File: src/rtl/piezo_pkg.sv
// Shared constants for the piezo sound arbiter: state encodings, grant bit
// positions, tone frequencies, gate periods and the engine-tone law.
package piezo_pkg;

  typedef logic [2:0] state_t;

  localparam state_t S_IDLE  = 3'd0;
  localparam state_t S_HORN  = 3'd1;
  localparam state_t S_ESS   = 3'd2;
  localparam state_t S_REV   = 3'd3;
  localparam state_t S_CLICK = 3'd4;
  localparam state_t S_ENG   = 3'd5;

  localparam int GRANT_W   = 5;
  localparam int IDX_HORN  = 0;
  localparam int IDX_ESS   = 1;
  localparam int IDX_REV   = 2;
  localparam int IDX_CLICK = 3;
  localparam int IDX_ENG   = 4;

  localparam int HORN_HZ  = 440;
  localparam int GATED_HZ = 1000;
  localparam int CLICK_HZ = 2000;

  localparam int ESS_GATE_MS = 100;
  localparam int REV_GATE_MS = 500;

  localparam int HP_W         = 24;
  localparam int ENG_HP_MIN   = 100;
  localparam int ENG_HP_MAX   = 4000;
  localparam int ENG_HP_SLOPE = 1;

  function automatic logic [HP_W-1:0] half_period(input int clk_freq, input int tone_hz);
    return HP_W'(clk_freq / (2 * tone_hz));
  endfunction

  // Product is formed at 32 bits and clamped before subtraction, so it can never wrap.
  function automatic logic [HP_W-1:0] eng_half_period(input logic [13:0] rpm);
    logic [31:0] prod;
    prod = 32'(rpm) * 32'(ENG_HP_SLOPE);
    if (prod >= 32'(ENG_HP_MAX - ENG_HP_MIN)) begin
      return HP_W'(ENG_HP_MIN);
    end
    return HP_W'(32'(ENG_HP_MAX) - prod);
  endfunction

endpackage

File: src/rtl/piezo_tone_gen.sv
// Programmable half-period square-wave generator with synchronous restart.
// The half-period is sampled only at restart and at each toggle.
module piezo_tone_gen
  import piezo_pkg::*;
(
  input  logic            clk,
  input  logic            rst_n,
  input  logic            restart_i,
  input  logic            en_i,
  input  logic [HP_W-1:0] half_period_i,
  output logic            tone_o
);

  logic [HP_W-1:0] cnt_q, cnt_d;
  logic [HP_W-1:0] hp_q, hp_d;
  logic            tone_q, tone_d;

  always_comb begin
    cnt_d  = cnt_q;
    hp_d   = hp_q;
    tone_d = tone_q;
    if (restart_i || !en_i) begin
      cnt_d  = '0;
      hp_d   = half_period_i;
      tone_d = 1'b0;
    end else if (cnt_q >= hp_q - HP_W'(1)) begin
      cnt_d  = '0;
      hp_d   = half_period_i;
      tone_d = ~tone_q;
    end else begin
      cnt_d  = cnt_q + HP_W'(1);
    end
  end

  always_ff @(posedge clk or negedge rst_n) begin
    if (!rst_n) begin
      cnt_q  <= '0;
      hp_q   <= '0;
      tone_q <= 1'b0;
    end else begin
      cnt_q  <= cnt_d;
      hp_q   <= hp_d;
      tone_q <= tone_d;
    end
  end

  assign tone_o = tone_q;

endmodule

File: src/rtl/piezo_arbiter.sv
// Fixed-priority piezo arbiter: horn > ESS > reverse > click > engine.
// The engine tone exists only when PIEZO_ENGINE_TONE_EN is defined.
module piezo_arbiter
  import piezo_pkg::*;
#(
  parameter int CLK_FREQ = 50_000_000,
  parameter int CLICK_MS = 20
) (
  input  logic               clk,
  input  logic               rst_n,
  input  logic               req_horn,
  input  logic               req_ess,
  input  logic               req_reverse,
  input  logic               req_click,
  input  logic               engine_on,
  input  logic [13:0]        rpm,
  output logic               piezo_out,
  output logic [GRANT_W-1:0] grant
);

  localparam int MS_DIV  = (CLK_FREQ / 1000 > 0) ? CLK_FREQ / 1000 : 1;
  localparam int MS_W    = (MS_DIV > 1) ? $clog2(MS_DIV) : 1;
  localparam int GATE_W  = 10;
  localparam int CLICK_W = 16;

  localparam logic [MS_W-1:0]    MS_LAST    = MS_W'(MS_DIV - 1);
  localparam logic [GATE_W-1:0]  ESS_LAST   = GATE_W'(ESS_GATE_MS - 1);
  localparam logic [GATE_W-1:0]  REV_LAST   = GATE_W'(REV_GATE_MS - 1);
  localparam logic [CLICK_W-1:0] CLICK_LAST = CLICK_W'(CLICK_MS - 1);

  localparam logic [HP_W-1:0] HP_HORN  = half_period(CLK_FREQ, HORN_HZ);
  localparam logic [HP_W-1:0] HP_GATED = half_period(CLK_FREQ, GATED_HZ);
  localparam logic [HP_W-1:0] HP_CLICK = half_period(CLK_FREQ, CLICK_HZ);

  state_t               state_q, state_d;
  logic [GRANT_W-1:0]   grant_q, grant_d;
  logic [MS_W-1:0]      ms_cnt_q, ms_cnt_d;
  logic [GATE_W-1:0]    gate_ms_q, gate_ms_d;
  logic                 gate_on_q, gate_on_d;
  logic [CLICK_W-1:0]   click_ms_q, click_ms_d;
  logic                 click_prev_q;
  logic                 click_pend_q, click_pend_d;

  logic                 tick;
  logic                 state_chg;
  logic                 click_rise;
  logic                 click_done;
  logic                 gated;
  logic [GATE_W-1:0]    gate_last;
  logic                 tone_restart;
  logic                 tone_en;
  logic [HP_W-1:0]      hp_sel;

`ifdef PIEZO_ENGINE_TONE_EN
  logic [HP_W-1:0]      eng_hp;
  assign eng_hp = eng_half_period(rpm);
`else
  logic unused_eng;
  assign unused_eng = ^{engine_on, rpm};
`endif

  assign tick       = (ms_cnt_q == MS_LAST);
  assign click_rise = req_click & ~click_prev_q;
  assign click_done = (state_q == S_CLICK) && tick && (click_ms_q == CLICK_LAST);

  // Edges arriving while a click is already pending fold into it.
  assign click_pend_d = (click_pend_q | click_rise) & ~click_done;

  always_comb begin
    state_d = S_IDLE;
    if (req_horn) begin
      state_d = S_HORN;
    end else if (req_ess) begin
      state_d = S_ESS;
    end else if (req_reverse) begin
      state_d = S_REV;
    end else if (click_pend_d) begin
      state_d = S_CLICK;
`ifdef PIEZO_ENGINE_TONE_EN
    end else if (engine_on) begin
      state_d = S_ENG;
`endif
    end
  end

  assign state_chg = (state_d != state_q);

  always_comb begin
    grant_d            = '0;
    grant_d[IDX_HORN]  = (state_d == S_HORN);
    grant_d[IDX_ESS]   = (state_d == S_ESS);
    grant_d[IDX_REV]   = (state_d == S_REV);
    grant_d[IDX_CLICK] = (state_d == S_CLICK);
    grant_d[IDX_ENG]   = (state_d == S_ENG);
  end

  // The ms divider realigns on every state change so gate and burst timing start exactly at entry.
  assign ms_cnt_d = (state_chg || tick) ? '0 : ms_cnt_q + MS_W'(1);

  assign gated     = (state_q == S_ESS) || (state_q == S_REV);
  assign gate_last = (state_q == S_ESS) ? ESS_LAST : REV_LAST;

  always_comb begin
    gate_ms_d = gate_ms_q;
    gate_on_d = gate_on_q;
    if (state_chg) begin
      gate_ms_d = '0;
      gate_on_d = 1'b1;
    end else if (tick && gated) begin
      if (gate_ms_q == gate_last) begin
        gate_ms_d = '0;
        gate_on_d = ~gate_on_q;
      end else begin
        gate_ms_d = gate_ms_q + GATE_W'(1);
      end
    end
  end

  always_comb begin
    click_ms_d = click_ms_q;
    if (state_chg || (state_q != S_CLICK)) begin
      click_ms_d = '0;
    end else if (tick) begin
      click_ms_d = click_ms_q + CLICK_W'(1);
    end
  end

  always_comb begin
    case (state_d)
      S_HORN:  hp_sel = HP_HORN;
      S_ESS:   hp_sel = HP_GATED;
      S_REV:   hp_sel = HP_GATED;
      S_CLICK: hp_sel = HP_CLICK;
`ifdef PIEZO_ENGINE_TONE_EN
      S_ENG:   hp_sel = eng_hp;
`endif
      default: hp_sel = HP_HORN;
    endcase
  end

  // Tone restarts on entry and at each gate-on edge so the first half-period is always full.
  assign tone_restart = state_chg | (gate_on_d & ~gate_on_q);
  assign tone_en      = (state_d != S_IDLE) & gate_on_d;

  always_ff @(posedge clk or negedge rst_n) begin
    if (!rst_n) begin
      state_q      <= S_IDLE;
      grant_q      <= '0;
      ms_cnt_q     <= '0;
      gate_ms_q    <= '0;
      gate_on_q    <= 1'b0;
      click_ms_q   <= '0;
      click_prev_q <= 1'b0;
      click_pend_q <= 1'b0;
    end else begin
      state_q      <= state_d;
      grant_q      <= grant_d;
      ms_cnt_q     <= ms_cnt_d;
      gate_ms_q    <= gate_ms_d;
      gate_on_q    <= gate_on_d;
      click_ms_q   <= click_ms_d;
      click_prev_q <= req_click;
      click_pend_q <= click_pend_d;
    end
  end

  piezo_tone_gen u_tone (
    .clk           (clk),
    .rst_n         (rst_n),
    .restart_i     (tone_restart),
    .en_i          (tone_en),
    .half_period_i (hp_sel),
    .tone_o        (piezo_out)
  );

  assign grant = grant_q;

endmodule

File: config.mk
export PLATFORM = sky130hd
export DESIGN_NAME = piezo_arbiter
export DESIGN_NICKNAME = d
export VERILOG_FILES = /design/src/rtl/piezo_pkg.sv /design/src/rtl/piezo_tone_gen.sv /design/src/rtl/piezo_arbiter.sv
export SDC_FILE = /design/constraint.sdc
export NUM_CORES = 1
export LEC_CHECK = 0
export CORE_MARGIN = 2
export CORE_UTILIZATION = 54
export DETAILED_ROUTE_END_ITERATION = 16
export PLACE_DENSITY = 0.76
export RECOVER_POWER = 50
export SYNTH_ARGS = -nofsm -noshare
export SYNTH_HDL_FRONTEND = slang
export SYNTH_SLANG_ARGS = --single-unit
File: constraint.sdc
create_clock -name clk -period 3.55 [get_ports clk]
set_input_delay 0.8875 -clock clk [delete_from_list [all_inputs] [get_ports clk]]
set_output_delay 0.8875 -clock clk [all_outputs]
set_load 0.03 [all_outputs]
==> metrics.yaml, run 1 <==
min_path:
  hold_depth: 1
  min_from: "ms_cnt_q[0]$_DFF_PN0_"
  min_to: "ms_cnt_q[0]$_DFF_PN0_"
  min_path_type: "flop to flop"
critical_path:
  slowest_delay_ns: 0.39
  critPathRequiredTime_ns: 3.80
  cp.arrival_ns: 3.63
  regToRegSetupSlack_ns: 0.17
  slowest_stage: "dfrtp_1"
  reg2reg_from: "u_tone.hp_q[11]$_DFFE_PN0P_"
  crit_buf_inv: 1
  startpoint_type: "flop"
  worstSetupPathDepth: 13
  reg2regPathDepth: 13
  reg2reg_to: "u_tone.hp_q[2]$_DFFE_PN0P_"
  path_class: "flop to flop"
  crit_path_end_kind: "flop"
  path_delay_family: "simple AND/OR/NAND/NOR gates"
  worstPathMaxFanout: 5
  path_cells: "inv_1 > ha_1 > nand2b_1 > nor3_2 > nand2b_1 > or3_1 > and2_1 > ha_1 > and4_1 > a221o_1 > a221oi_4 > nand4_4 > mux2_2"
finish:
  diodes: 0
  final_cell_mix: "nor2_1, dfrtp_1, xnor2_1, nand2_1, ha_1"
  fill_cells: 713
  final_common_cell: "nor2_1"
  drive_above_1_share_pct: 10.3
  multi_input_area_mm2: 0.00254
  seq_area_mm2: 0.00213
  fin_area_mm2: 0.00530
  nets: 570
  area_growth_pct: 11.4
synthesis:
  synth_fp_nets: 539
  synth_cell_types: 51
  avgSynthCellArea_um2: 9.71
  dominantRegCellSynth: "dfrtp_1"
  syn_inst: 490
  synthesis.area_mm2: 0.00476
  ys_seq_area_share_pct: 44.7
  synth-seq-cells: 85
  synth_warnings: 0
  synth_edf_count: 0
  async_flop_share_pct: 100
place:
  numPortBuffers: 11
  hpwl_mm: 6.52
  place_area_mm2: 0.00502
  gp_congestion: 0.857
die:
  pin_count: 27
  chipWidth_um: 97.8
  core_area_mm2: 0.00864
  initial_core_util_pct: 55.1
  dieArea_mm2: 0.00957
  row_count: 34
  die_h_um: 97.8
detailed_routing:
  wl_per_cell_um: 14.5
  antenna_violating_nets_post_route: 0
  initialDrtViolationCount: 131
  vias: 3554
  drt_pass1_iterations: 4
  routed_wl_mm: 9.17
  routed_via_density: 5.61
  drc: 0
power:
  cellLeakagePower_nw: 2.27
  p_total_mw: 1.91
  powerDensity_mw_per_mm2: 360
  vdd_ir_drop_max_mv: 0.214
clocking:
  hold_buffers: 0
  clk_latency_ns: 0.37
  h-tree-depth: 3
  cts_buffers: 9
  clock-sinks: 85
  max-clock-path-buffers: 2
  clk_pin_slew_ns: 0.09
  cts_tree: "built"
  clk_root_buffer_cell: "clkbuf_8"
timing:
  drv_slew: 46
  min_period_ns: 3.38
  finClkSkew_ns: 0.0212
  timing.final.hold_violations: 0
  post-route-period-util_pct: 95.2
  fmax_mhz: 296
  rsz0062_at_grt: "no"
  tightest_slew_ns: 2.37
  finalSetupViolCount: 0
  relSlewSlack_pct: -58.2
run_status:
  violations: "max-capacitance violations, max-slew violations"
  status: "finished with violations"
grt:
  grt_antenna_before_repair: 0
  track_usage_pct: 20.0
  grt_pass1_wl_mm: 15.9
  grt_max_degree: 46
  grt_overflow_total: 0
  grt_pass1_vias: 3527
run:
  maxCapViolations: 1
==> cell usage after synthesis (13+ instances only) <==
cell type | count | share of area (%)
dfrtp_1 | 85 | 45
o21ai_0 | 13 | 1.4
a21oi_1 | 17 | 1.8
nor2_1 | 88 | 6.9
xnor2_1 | 32 | 5.9
ha_1 | 28 | 7.4
nand2_1 | 31 | 2.4
nand3_1 | 19 | 2.0
xor2_1 | 25 | 4.6
nand4_1 | 16 | 2.1
and3_1 | 18 | 2.4
==> cell families after synthesis <==
logic type,after synthesis,synth area share (%)
AO/OA/AOI/OAI,43,6.03
XOR/XNOR,57,10.5
adder cells (fa/ha/maj),28,7.37
buffers and inverters,23,2.55
flip-flops,85,44.7
multiplexers,8,1.76
other,1,0.0789
AND/OR/NAND/NOR,245,27.0
==> metrics by stage <==
stage                     utilization, %  worst slack [ns]  TNS [ns]  hold slack, ns  cells
final                               61.4             0.169         0           0.484    634
after floorplan                        -            0.0957         0           0.425    490
after global routing                61.4           0.00325         0           0.521    634
after global placement              58.2            0.0590         0           0.444    611
after detailed placement            58.2           -0.0153   -0.0847           0.448    611
after CTS                           60.7            0.0347         0           0.493    627
==> layer usage <==
metal / wire length, um / track usage [%] / vias to the layer above
met5: 0 / 0 / -
met3: 280 / 4.22 / 13
li1: - / - / 1759
met1: 4270 / 26.8 / 1734
met4: 140 / 7.05 / 0
met2: 4480 / 32.5 / 48
==> sequential cells by signal (all words and copies together), names as in the netlist <==
register       cells
u_tone.hp_q        7
gate_ms_q         10
u_tone.cnt_q      24
state_q            3
click_prev_q       1
ms_cnt_q          16
click_ms_q        16
gate_on_q          1
u_tone.tone_o      1
grant              5
click_pend_q       1
==> power breakdown <==
part / internal [mW] / total [mW] / leakage [nW] / switching [mW]
logic: 0.0785 / 0.191 / 1.03 / 0.112
registers: 0.987 / 1.01 / 1.14 / 0.0218
clock network: 0.336 / 0.710 / 0.103 / 0.374
==> worst reg2reg max path: stages (launching register included) <==
cell and delay [ns]:
dfrtp_1 0.39, inv_1 0.08, ha_1 0.19, nand2b_1 0.11
nor3_2 0.16, nand2b_1 0.10, or3_1 0.36, and2_1 0.18
ha_1 0.28, and4_1 0.16, a221o_1 0.34, a221oi_4 0.38
nand4_4 0.20, mux2_2 0.34
==> cell type report <==
cell class              instances  share of cell area (%)
well taps                     108                    2.55
multi-input cells             383                    47.9
inverters                      11                   0.779
repair buffers                 31                    4.77
clock inverters                 7                    1.56
clock buffers                   9                    2.34
flip-flops and latches         85                    40.1
==> worst max-delay path by stage <==
stage | from | end | slack [ns]
2_1_floorplan | u_tone.hp_q[11]$_DFFE_PN0P_ | u_tone.hp_q[7]$_DFFE_PN0P_ | 0.1
3_3_place_gp | u_tone.hp_q[11]$_DFFE_PN0P_ | u_tone.hp_q[2]$_DFFE_PN0P_ | 0.06
3_5_place_dp | u_tone.hp_q[11]$_DFFE_PN0P_ | u_tone.cnt_q[18]$_DFF_PN0_ | -0.02
4_1_cts | u_tone.hp_q[11]$_DFFE_PN0P_ | u_tone.cnt_q[20]$_DFF_PN0_ | 0.03
5_1_grt | u_tone.hp_q[11]$_DFFE_PN0P_ | u_tone.cnt_q[13]$_DFF_PN0_ | 0.003
6_report | u_tone.hp_q[11]$_DFFE_PN0P_ | u_tone.hp_q[2]$_DFFE_PN0P_ | 0.17
==> timing repair <==
item / 4_1_cts / 5_1_grt
resized for setup: 2 / 4
pin swaps: 0 / 2
setup buffers: 0 / 6
endpoints found under the setup margin: 27 / 31
cloned: 0 / 1
Power figures use the tool's default switching activity.
==> inputs of run 2 (changes only) <==
Settings changed: CAP_MARGIN from default to 20.
==> results of run 2 <==
No change in the layout: final DEF, timing and power equal those of run 1.
==> inputs of run 3 (changes only) <==
Settings changed: CORE_MARGIN 2 to default, CTS_CLUSTER_DIAMETER from default to 200, CTS_CLUSTER_SIZE from default to 14.
==> run 3 against run 2 <==
Against the previous run: cell area increased by 0.45%; setup slack worse by 0.097 ns; critical endpoint unchanged; critical path type unchanged; combinational power rose by 6%; clock-buffer cell count is the same; clock skew is 0.0063 ns lower; the flow now finishes without violations; final cell count is 1.3% lower.
==> metrics.yaml, run 3 (same netlist as run 1, synthesis figures left out) <==
grt:
  grt_pass1_wl_mm: 15.7
  grt_pass1_vias: 3467
  grt_antenna_before_repair: 0
  grt_max_degree: 86
  grt_overflow_total: 0
  track_usage_pct: 22.2
min_path:
  hold_depth: 1
  min_to: "ms_cnt_q[0]$_DFF_PN0_"
  min_from: "ms_cnt_q[0]$_DFF_PN0_"
  min_path_type: "flop to flop"
power:
  cellLeakagePower_nw: 2.26
  p_int_mw: 1.41
  p_seq_share_pct: 52.0
  p_total_mw: 1.94
  vdd_ir_drop_max_mv: 0.223
  switching_share_pct: 27.6
  powerDensity_mw_per_mm2: 365
  comb_power_share_pct: 10.4
  p_switching_mw: 0.535
  pwr-share-clk_pct: 37.6
critical_path:
  critPathRequiredTime_ns: 3.81
  cp.arrival_ns: 3.74
  startpoint_type: "flop"
  reg2reg_from: "u_tone.hp_q[11]$_DFFE_PN0P_"
  path_delay_family: "simple AND/OR/NAND/NOR gates"
  slowest_delay_ns: 0.42
  critical-path-top-cell-by-count: "and2_1"
  slowest_stage: "a221oi_4"
  crit_buf_inv: 1
  crit_start: "u_tone.hp_q[11]$_DFFE_PN0P_"
  reg2reg_to: "u_tone.hp_q[2]$_DFFE_PN0P_"
  path_class: "flop to flop"
  reg2regPathDepth: 12
  crit_path_end_kind: "flop"
  worstPathMaxFanout: 8
  regToRegSetupSlack_ns: 0.07
  path_cells: "buf_4 > nor3_1 > and2_1 > nand2b_1 > and2_1 > ha_1 > a21oi_1 > nand2_1 > a221o_1 > a221oi_4 > nand4_4 > mux2_4"
place:
  numPortBuffers: 11
  hpwl_mm: 6.25
  gp_congestion: 0.828
  place_area_mm2: 0.00499
  dpl.cell_count: 604
finish:
  area_growth_pct: 11.9
  fin_area_mm2: 0.00532
  drive_above_1_share_pct: 10.9
  largest_reg_flops: 24
  final_cell_mix: "nor2_1, dfrtp_1, xnor2_1, nand2_1"
  fin_cells: 626
  top_regs: "u_tone.cnt_q (24), click_ms_q (16), ms_cnt_q (16)"
  nets: 565
  fill_cells: 667
  final_common_cell: "nor2_1"
  regMostFlops: "u_tone.cnt_q"
  diodes: 0
timing:
  min_period_ns: 3.48
  timing.final.hold_violations: 0
  tightest_slew_ns: 1.41
  tns_ns: 0
  hold_slack_ns: 0.471
  post-route-period-util_pct: 98.0
  finClkSkew_ns: 0.0149
  drv_slew: 0
  finalSetupViolCount: 0
  fmax_mhz: 288
  relSlewSlack_pct: 5.81
run_status:
  status: "finished, final reports clean"
clocking:
  max-clock-path-buffers: 2
  h-tree-depth: 3
  clk_pin_slew_ns: 0.09
  cts_tree: "built"
  hold_buffers: 0
  clock-sinks: 85
  clk_latency_ns: 0.37
  cts_buffers: 9
  clk_root_buffer_cell: "clkbuf_8"
detailed_routing:
  routed_wl_mm: 9.37
  wl_per_cell_um: 15.0
  routed_via_density: 5.77
  vias: 3610
  drc: 0
  drt_pass1_iterations: 4
  initialDrtViolationCount: 164
  antenna_violating_nets_post_route: 0
die:
  pin_count: 27
  die_h_um: 95.8
  row_count: 33
  core_area_mm2: 0.00838
  chipWidth_um: 95.8
  dieArea_mm2: 0.00919
  initial_core_util_pct: 56.7
run:
  maxCapViolations: 0
## run 3: cell types whose count changed in the layout (fill, tap and decap cells not counted), sizes merged
cell and delta:
inv +2, buf -4, clkbuf -1, dlygate4sd3 -1, clkinv -2, clkdlybuf4s50 +1
## run 3: what timing repair did
item / in CTS / in global routing
hold endpoints to repair: 0 / 0
pin swaps: 1 / 5
endpoints found under the setup margin: 28 / 32
gates resized for setup: 2 / 15
cloned: 1 / 0
buffers inserted: 2 / 2
## run 3: worst register-to-register path: stages, from the launching register on
cell and delay, ns:
dfrtp_1 0.41, buf_4 0.18, nor3_1 0.37, and2_1 0.20, nand2b_1 0.09, and2_1 0.19, ha_1 0.33, a21oi_1 0.16
nand2_1 0.09, a221o_1 0.37, a221oi_4 0.42, nand4_4 0.22, mux2_4 0.36
## run 3: routing by layer
metal | vias up | track usage [%] | routed length [um]
li1 | 1744 | - | -
met1 | 1792 | 29.1 | 4310
met2 | 55 | 37.2 | 4590
met3 | 19 | 3.32 | 272
met4 | 0 | 7.96 | 191
met5 | - | 0 | 0
## run 3: final cells by class
| cell class | instances | area (um^2) | share of cell area (%) |
|---|---|---|---|
| multi-input combinational | 383 | 2600 | 48.9 |
| sequential | 85 | 2130 | 40.0 |
| timing repair buffer | 26 | 218 | 4.09 |
| tap | 105 | 131 | 2.47 |
| clock buffer | 9 | 124 | 2.33 |
| clock inverter | 7 | 80.1 | 1.50 |
| inverter | 11 | 41.3 | 0.776 |
## run 3: power groups by stage
stage	registers, mW	logic (mW)	clock network [mW]
global route	1.01	0.227	0.780
detailed placement	1.03	0.178	0
floorplan	1.03	0.113	0
finish	1.01	0.202	0.730
CTS	1.01	0.185	0.744
global placement	1.03	0.172	0
## run 3: worst max path at each step
stage                                       endpoint  slack [ns]  depth (start not counted)
after floorplan           u_tone.hp_q[7]$_DFFE_PN0P_         0.1                         14
after global placement    u_tone.hp_q[2]$_DFFE_PN0P_        0.02                         13
after detailed placement   u_tone.cnt_q[5]$_DFF_PN0_       -0.08                         14
after CTS                  u_tone.cnt_q[5]$_DFF_PN0_        0.02                         14
after global routing      u_tone.hp_q[2]$_DFFE_PN0P_       -0.03                         12
final                     u_tone.hp_q[2]$_DFFE_PN0P_        0.07                         12
## run 3: stage by stage
step / util (%) / setup WS [ns]
2_1_floorplan: - / 0.0957
3_3_place_gp: 59.5 / 0.0204
3_5_place_dp: 59.5 / -0.0774
4_1_cts: 62.4 / 0.0242
5_1_grt: 63.5 / -0.0321
6_report: 63.5 / 0.0720
